`src/rtl/ps2_key_decoder.sv`:
```
// PS/2 keyboard receiver and set-2 scan-code decoder for the plane game.
// Drives held direction levels plus one-cycle enter and frame_err pulses.
module ps2_key_decoder #(
   parameter int FILTER_LEN = 8,
   parameter int TIMEOUT    = 200000
) (
   input  logic clk,
   input  logic rst,
   input  logic ps2_clk,
   input  logic ps2_data,
   output logic up,
   output logic down,
   output logic left,
   output logic right,
   output logic enter,
   output logic frame_err
);
   localparam int FW = $clog2(FILTER_LEN + 1);
   localparam int TW = $clog2(TIMEOUT + 1);

   typedef enum logic [1:0] {IDLE, DATA, PARITY, STOP} state_t;

   logic [1:0]    csync, dsync;
   logic [FW-1:0] fcnt;
   logic          filt, fall;

   state_t        state;
   logic [2:0]    bitcnt;
   logic [7:0]    shreg, rx_byte;
   logic          par, byte_valid;
   logic [TW-1:0] tcnt;

   logic          ext, brk, enter_held;
   logic [7:0]    held;
   logic          hit, is_enter;
   logic [2:0]    dir;

   always_ff @(posedge clk or posedge rst) begin
      if (rst) begin
         csync <= 2'b11;
         dsync <= 2'b11;
         fcnt  <= '0;
         filt  <= 1'b1;
         fall  <= 1'b0;
      end else begin
         csync <= {csync[0], ps2_clk};
         dsync <= {dsync[0], ps2_data};
         fall  <= 1'b0;
         // level only moves after FILTER_LEN consecutive differing samples
         if (csync[1] == filt) begin
            fcnt <= '0;
         end else if (fcnt == FW'(FILTER_LEN - 1)) begin
            fcnt <= '0;
            filt <= csync[1];
            fall <= filt;
         end else begin
            fcnt <= fcnt + 1'b1;
         end
      end
   end

   always_ff @(posedge clk or posedge rst) begin
      if (rst) begin
         state      <= IDLE;
         bitcnt     <= '0;
         shreg      <= '0;
         rx_byte    <= '0;
         par        <= 1'b0;
         byte_valid <= 1'b0;
         frame_err  <= 1'b0;
         tcnt       <= '0;
      end else begin
         byte_valid <= 1'b0;
         frame_err  <= 1'b0;
         if (state != IDLE && !fall && tcnt == TW'(TIMEOUT - 1)) begin
            frame_err <= 1'b1;
            state     <= IDLE;
            tcnt      <= '0;
         end else begin
            if (fall || state == IDLE) tcnt <= '0;
            else                       tcnt <= tcnt + 1'b1;
            if (fall) begin
               unique case (state)
                  IDLE: begin
                     if (!dsync[1]) begin
                        state  <= DATA;
                        bitcnt <= '0;
                     end else begin
                        frame_err <= 1'b1;
                     end
                  end
                  DATA: begin
                     shreg  <= {dsync[1], shreg[7:1]};
                     bitcnt <= bitcnt + 1'b1;
                     if (bitcnt == 3'd7) state <= PARITY;
                  end
                  PARITY: begin
                     par   <= dsync[1];
                     state <= STOP;
                  end
                  STOP: begin
                     if (dsync[1] && ((^shreg) ^ par)) begin
                        byte_valid <= 1'b1;
                        rx_byte    <= shreg;
                     end else begin
                        frame_err <= 1'b1;
                     end
                     state <= IDLE;
                  end
               endcase
            end
         end
      end
   end

   // held[3:0]: W S A D, held[7:4]: arrow aliases
   always_comb begin
      hit      = 1'b0;
      is_enter = 1'b0;
      dir      = 3'd0;
      case ({ext, rx_byte})
         9'h01D: begin hit = 1'b1; dir = 3'd0; end
         9'h01B: begin hit = 1'b1; dir = 3'd1; end
         9'h01C: begin hit = 1'b1; dir = 3'd2; end
         9'h023: begin hit = 1'b1; dir = 3'd3; end
         9'h175: begin hit = 1'b1; dir = 3'd4; end
         9'h172: begin hit = 1'b1; dir = 3'd5; end
         9'h16B: begin hit = 1'b1; dir = 3'd6; end
         9'h174: begin hit = 1'b1; dir = 3'd7; end
         9'h05A, 9'h15A: is_enter = 1'b1;
         default: ;
      endcase
   end

   always_ff @(posedge clk or posedge rst) begin
      if (rst) begin
         ext        <= 1'b0;
         brk        <= 1'b0;
         enter_held <= 1'b0;
         held       <= '0;
         enter      <= 1'b0;
      end else begin
         enter <= 1'b0;
         if (frame_err) begin
            ext <= 1'b0;
            brk <= 1'b0;
         end else if (byte_valid) begin
            if (rx_byte == 8'hE0) begin
               ext <= 1'b1;
            end else if (rx_byte == 8'hF0) begin
               brk <= 1'b1;
            end else begin
               ext <= 1'b0;
               brk <= 1'b0;
               if (hit) held[dir] <= !brk;
               if (is_enter) begin
                  if (brk) begin
                     enter_held <= 1'b0;
                  end else begin
                     enter      <= !enter_held;
                     enter_held <= 1'b1;
                  end
               end
            end
         end
      end
   end

   assign up    = held[0] | held[4];
   assign down  = held[1] | held[5];
   assign left  = held[2] | held[6];
   assign right = held[3] | held[7];
endmodule

```
`config.mk`:
```
export PLATFORM = sky130hd
export DESIGN_NAME = ps2_key_decoder
export DESIGN_NICKNAME = d
export VERILOG_FILES = /design/src/rtl/ps2_key_decoder.sv
export SDC_FILE = /design/constraint.sdc
export NUM_CORES = 1
export LEC_CHECK = 0
export BUFFER_PORTS_ARGS = -buffer_cell sky130_fd_sc_hd__buf_2
export CAP_MARGIN = 20
export CELL_PAD_IN_SITES_DETAIL_PLACEMENT = 0
export CELL_PAD_IN_SITES_GLOBAL_PLACEMENT = 1
export CORE_MARGIN = 8
export CORE_UTILIZATION = 41
export DETAILED_ROUTE_END_ITERATION = 12
export PLACE_DENSITY = 0.75
export SLEW_MARGIN = 20
export SYNTH_ARGS = -nofsm -noshare
export SYNTH_HDL_FRONTEND = slang
export SYNTH_SLANG_ARGS = --single-unit
```
`constraint.sdc`:
```
create_clock -name clk -period 1.9 [get_ports clk]
set_input_delay 0.19 -clock clk [delete_from_list [all_inputs] [get_ports clk]]
set_output_delay 0.19 -clock clk [all_outputs]
set_load 0.01 [all_outputs]
```
==> impl_metrics.yaml <==
yosys:
  avgSynthCellArea_um2: 11.2
  synth_area_mm2: 0.00315
  syn_nets: 295
  synth_top_area_share_pct: 46.9
  yosys-top-cells-area: "dfrtp_1 47%, mux2_2 6.4%, dfstp_2 4.2%"
  synth_cell_types: 54
  synthAdderAreaFrac_pct: 3.57
  synth-compound-area-share_pct: 8.54
  synth-xor-area-share_pct: 7.63
  synth_top_family_by_area: "simple AND/OR/NAND/NOR gates"
  async_flop_share_pct: 100
  yosysSeqAreaShare_pct: 51.0
  synth_edf_count: 0
  synth-simple-area-share_pct: 18.1
  ys_ff_latch: 64
  yosys.area.top_type: "dfrtp_1"
  synth_warnings: 0
  synthCells: 282
  muxShareOfSynthArea_pct: 8.02
  synth_flop_cell: "dfrtp_1"
sta:
  relSlewSlack_pct: 71.2
  skew_ns: 0.00849
  setup_viol: 0
  final_hold_viol_count: 0
  fin_crit_sh_pct: 97.2
  rsz0062_at_grt: "yes"
  period_needed_ns: 1.85
  max_freq_mhz: 542
  drv_slew: 0
  fin_tns_setup_ns: 0
  worst_slew_pin_slew_ns: 0.432
worst_setup_path:
  crit_type: "flop to flop"
  startpoint: "shreg[3]"
  crit_required_ns: 2.12
  cp-end-kind: "flop"
  arrival_ns: 2.06
  start_kind: "flop"
  crit_fanout: 9
  r2r_start: "shreg[3]"
global_routing:
  grt_usage_pct: 11.2
  grt_pass1_vias: 2135
  grt_first_pass_wirelength_mm: 9.94
  overflow: 0
  grt_max_degree: 26
  antenna_found_initial: 0
die:
  std_cell_rows: 32
  initial_core_util_pct: 41.6
  fp.dieH_um: 104
  core_mm2: 0.00757
  fp.dieW_um: 104
  die-area_mm2: 0.0107
  boundaryPins: 10
routing:
  drc: 0
  antenna_left: 0
  dr.pass1.iters: 4
  routed_wl_mm: 5.60
  num_vias: 2137
  avgRoutedWirePerCell_um: 13.1
  vias_per_cell: 5.02
  first_iter_violations: 83
flow_run:
  maxCapViolCount: 0
cts:
  cts.root.buffer_cell: "clkbuf_8"
  cts_tree: "yes"
  numCtsBuffers: 9
  clk-insertion-delay-late_ns: 0.33
  htree_num_levels: 3
  cts.clk_slew.worst_paths_ns: 0.07
  cts.sinks: 64
  clock_path_buffers: 2
power:
  ir_worst_vdd_v: 0.000574
  p_leak_nw: 1.69
  power.density_mw_per_mm2: 720
  total_power_w: 0.00267
cells_and_area:
  n_antenna_cell: 0
  regArea_mm2: 0.00161
  fillers: 720
  stdcell_count: 426
  multi_input_area_mm2: 0.00148
  drive_above_1_share_pct: 26.5
  syn_to_final_growth_pct: 17.9
  fin_nets: 332
placed_design:
  placed_cells: 406
  globalplace.congestion: 0.789
  io_buffers: 9
  dpl.hpwl_mm: 4.02
hold_path:
  hold_start: "dsync[0]"
  hp-class: "flop to flop"
status:
  status: "completed"
-- cell usage after synthesis, drive strengths merged, types with 3 or more instances --
| cell | number |
|---|---|
| o31ai | 5 |
| nor2 | 27 |
| xor2 | 8 |
| o41ai | 3 |
| a21oi | 6 |
| inv | 14 |
| nor4 | 4 |
| o21ai | 6 |
| nor3b | 5 |
| mux2 | 18 |
| nand2 | 14 |
| a211oi | 3 |
| nor3 | 8 |
| mux2i | 5 |
| nor2b | 5 |
| nand3 | 9 |
| or3 | 3 |
| a22oi | 3 |
| dfrtp | 59 |
| dfstp | 5 |
| nand4 | 6 |
| or2 | 4 |
| nand3b | 4 |
| ha | 9 |
| buf | 5 |
| xnor2 | 16 |
-- metal layers --
layer,part of all wire (%),vias to the layer above,global-route usage (%)
met2,45,25,16.9
met5,0,-,0
met3,3.4,5,3.66
met1,50,1029,14.5
li1,-,1078,-
met4,0.84,0,4.14
-- state kept, by name, summed over array words and instances (netlist names), 2 cells and up --
name,cells
rx_byte,8
held,8
csync,2
state,2
shreg,8
dsync,2
fcnt,4
bitcnt,3
tcnt,18
-- path summary, 6_finish.rpt --
check	end	slack [ns]	depth (start not counted)
max in group asynchronous	dsync[0]	0.92	4
worst max register to register	rx_byte[1]	0.05	5
worst max-delay path	rx_byte[1]	0.05	5
worst min-delay path	dsync[1]	0.36	0
min in group asynchronous	fcnt[3]	0.39	3
worst min register to register	dsync[1]	0.36	0
-- repair_timing --
item,4_1_cts,5_1_grt
buffers inserted,0,1
gates resized for setup,1,4
setup endpoints to repair,8,29
endpoints found under the hold margin,15,0
pin swaps,1,1
hold buffers,3,0
-- cell families after synthesis --
| kind of cell | Yosys count |
|---|---|
| compound gates | 38 |
| xor+xnor | 25 |
| fa+ha+maj | 9 |
| buf+inv | 21 |
| flops | 64 |
| mux | 23 |
| simple gates | 102 |
-- critical path, stage by stage (launching register included) --
cell and delay (ns):
dfrtp_1 0.40, xnor2_1 0.15, xnor3_1 0.44, xnor2_2 0.21, nand4_4 0.20, mux2_2 0.32
-- layout make-up --
type                            count  share of cell area (%)
Clock buffer                        9                    3.34
Clock inverter                      7                    1.68
Inverter                           14                    1.42
Multi-Input combinational cell    197                    39.8
Sequential cell                    64                    43.4
Tap cell                          102                    3.44
Timing Repair Buffer               33                    6.94
-- through the flow --
stage          util [%]  cell area [um2]  hold slack (ns)  worst slack (ns)
2_1_floorplan         -             3180            0.194           -0.0246
3_3_place_gp       45.8             3470            0.208            0.0635
3_5_place_dp       45.8             3470            0.206           -0.0365
4_1_cts            48.8             3690            0.357           0.00467
5_1_grt            49.1             3710            0.366           -0.0495
6_report           49.1             3710            0.356            0.0536
-- power breakdown --
part	total [W]	internal, W	switching (W)
registers	0.00144	0.00141	0.0000296
clock network	0.00110	0.000593	0.000511
logic	0.000129	0.0000615	0.0000679
-- cell usage in the layout (no fill, tap or decap), types with 7 or more instances in the layout --
| cell | netlist | routed |
|---|---|---|
| buf_4 | 2 | 19 |
| nor2_1 | 27 | 27 |
| xor2_1 | 8 | 8 |
| nand2_1 | 14 | 14 |
| mux2_2 | 18 | 18 |
| dfrtp_1 | 59 | 57 |
| ha_1 | 9 | 8 |
| buf_2 | 2 | 9 |
| inv_1 | 14 | 11 |
| nand3_1 | 9 | 9 |
| xnor2_1 | 15 | 14 |
| nor3_1 | 8 | 7 |
| clkbuf_8 | 0 | 9 |
Power figures use the tool's default switching activity.
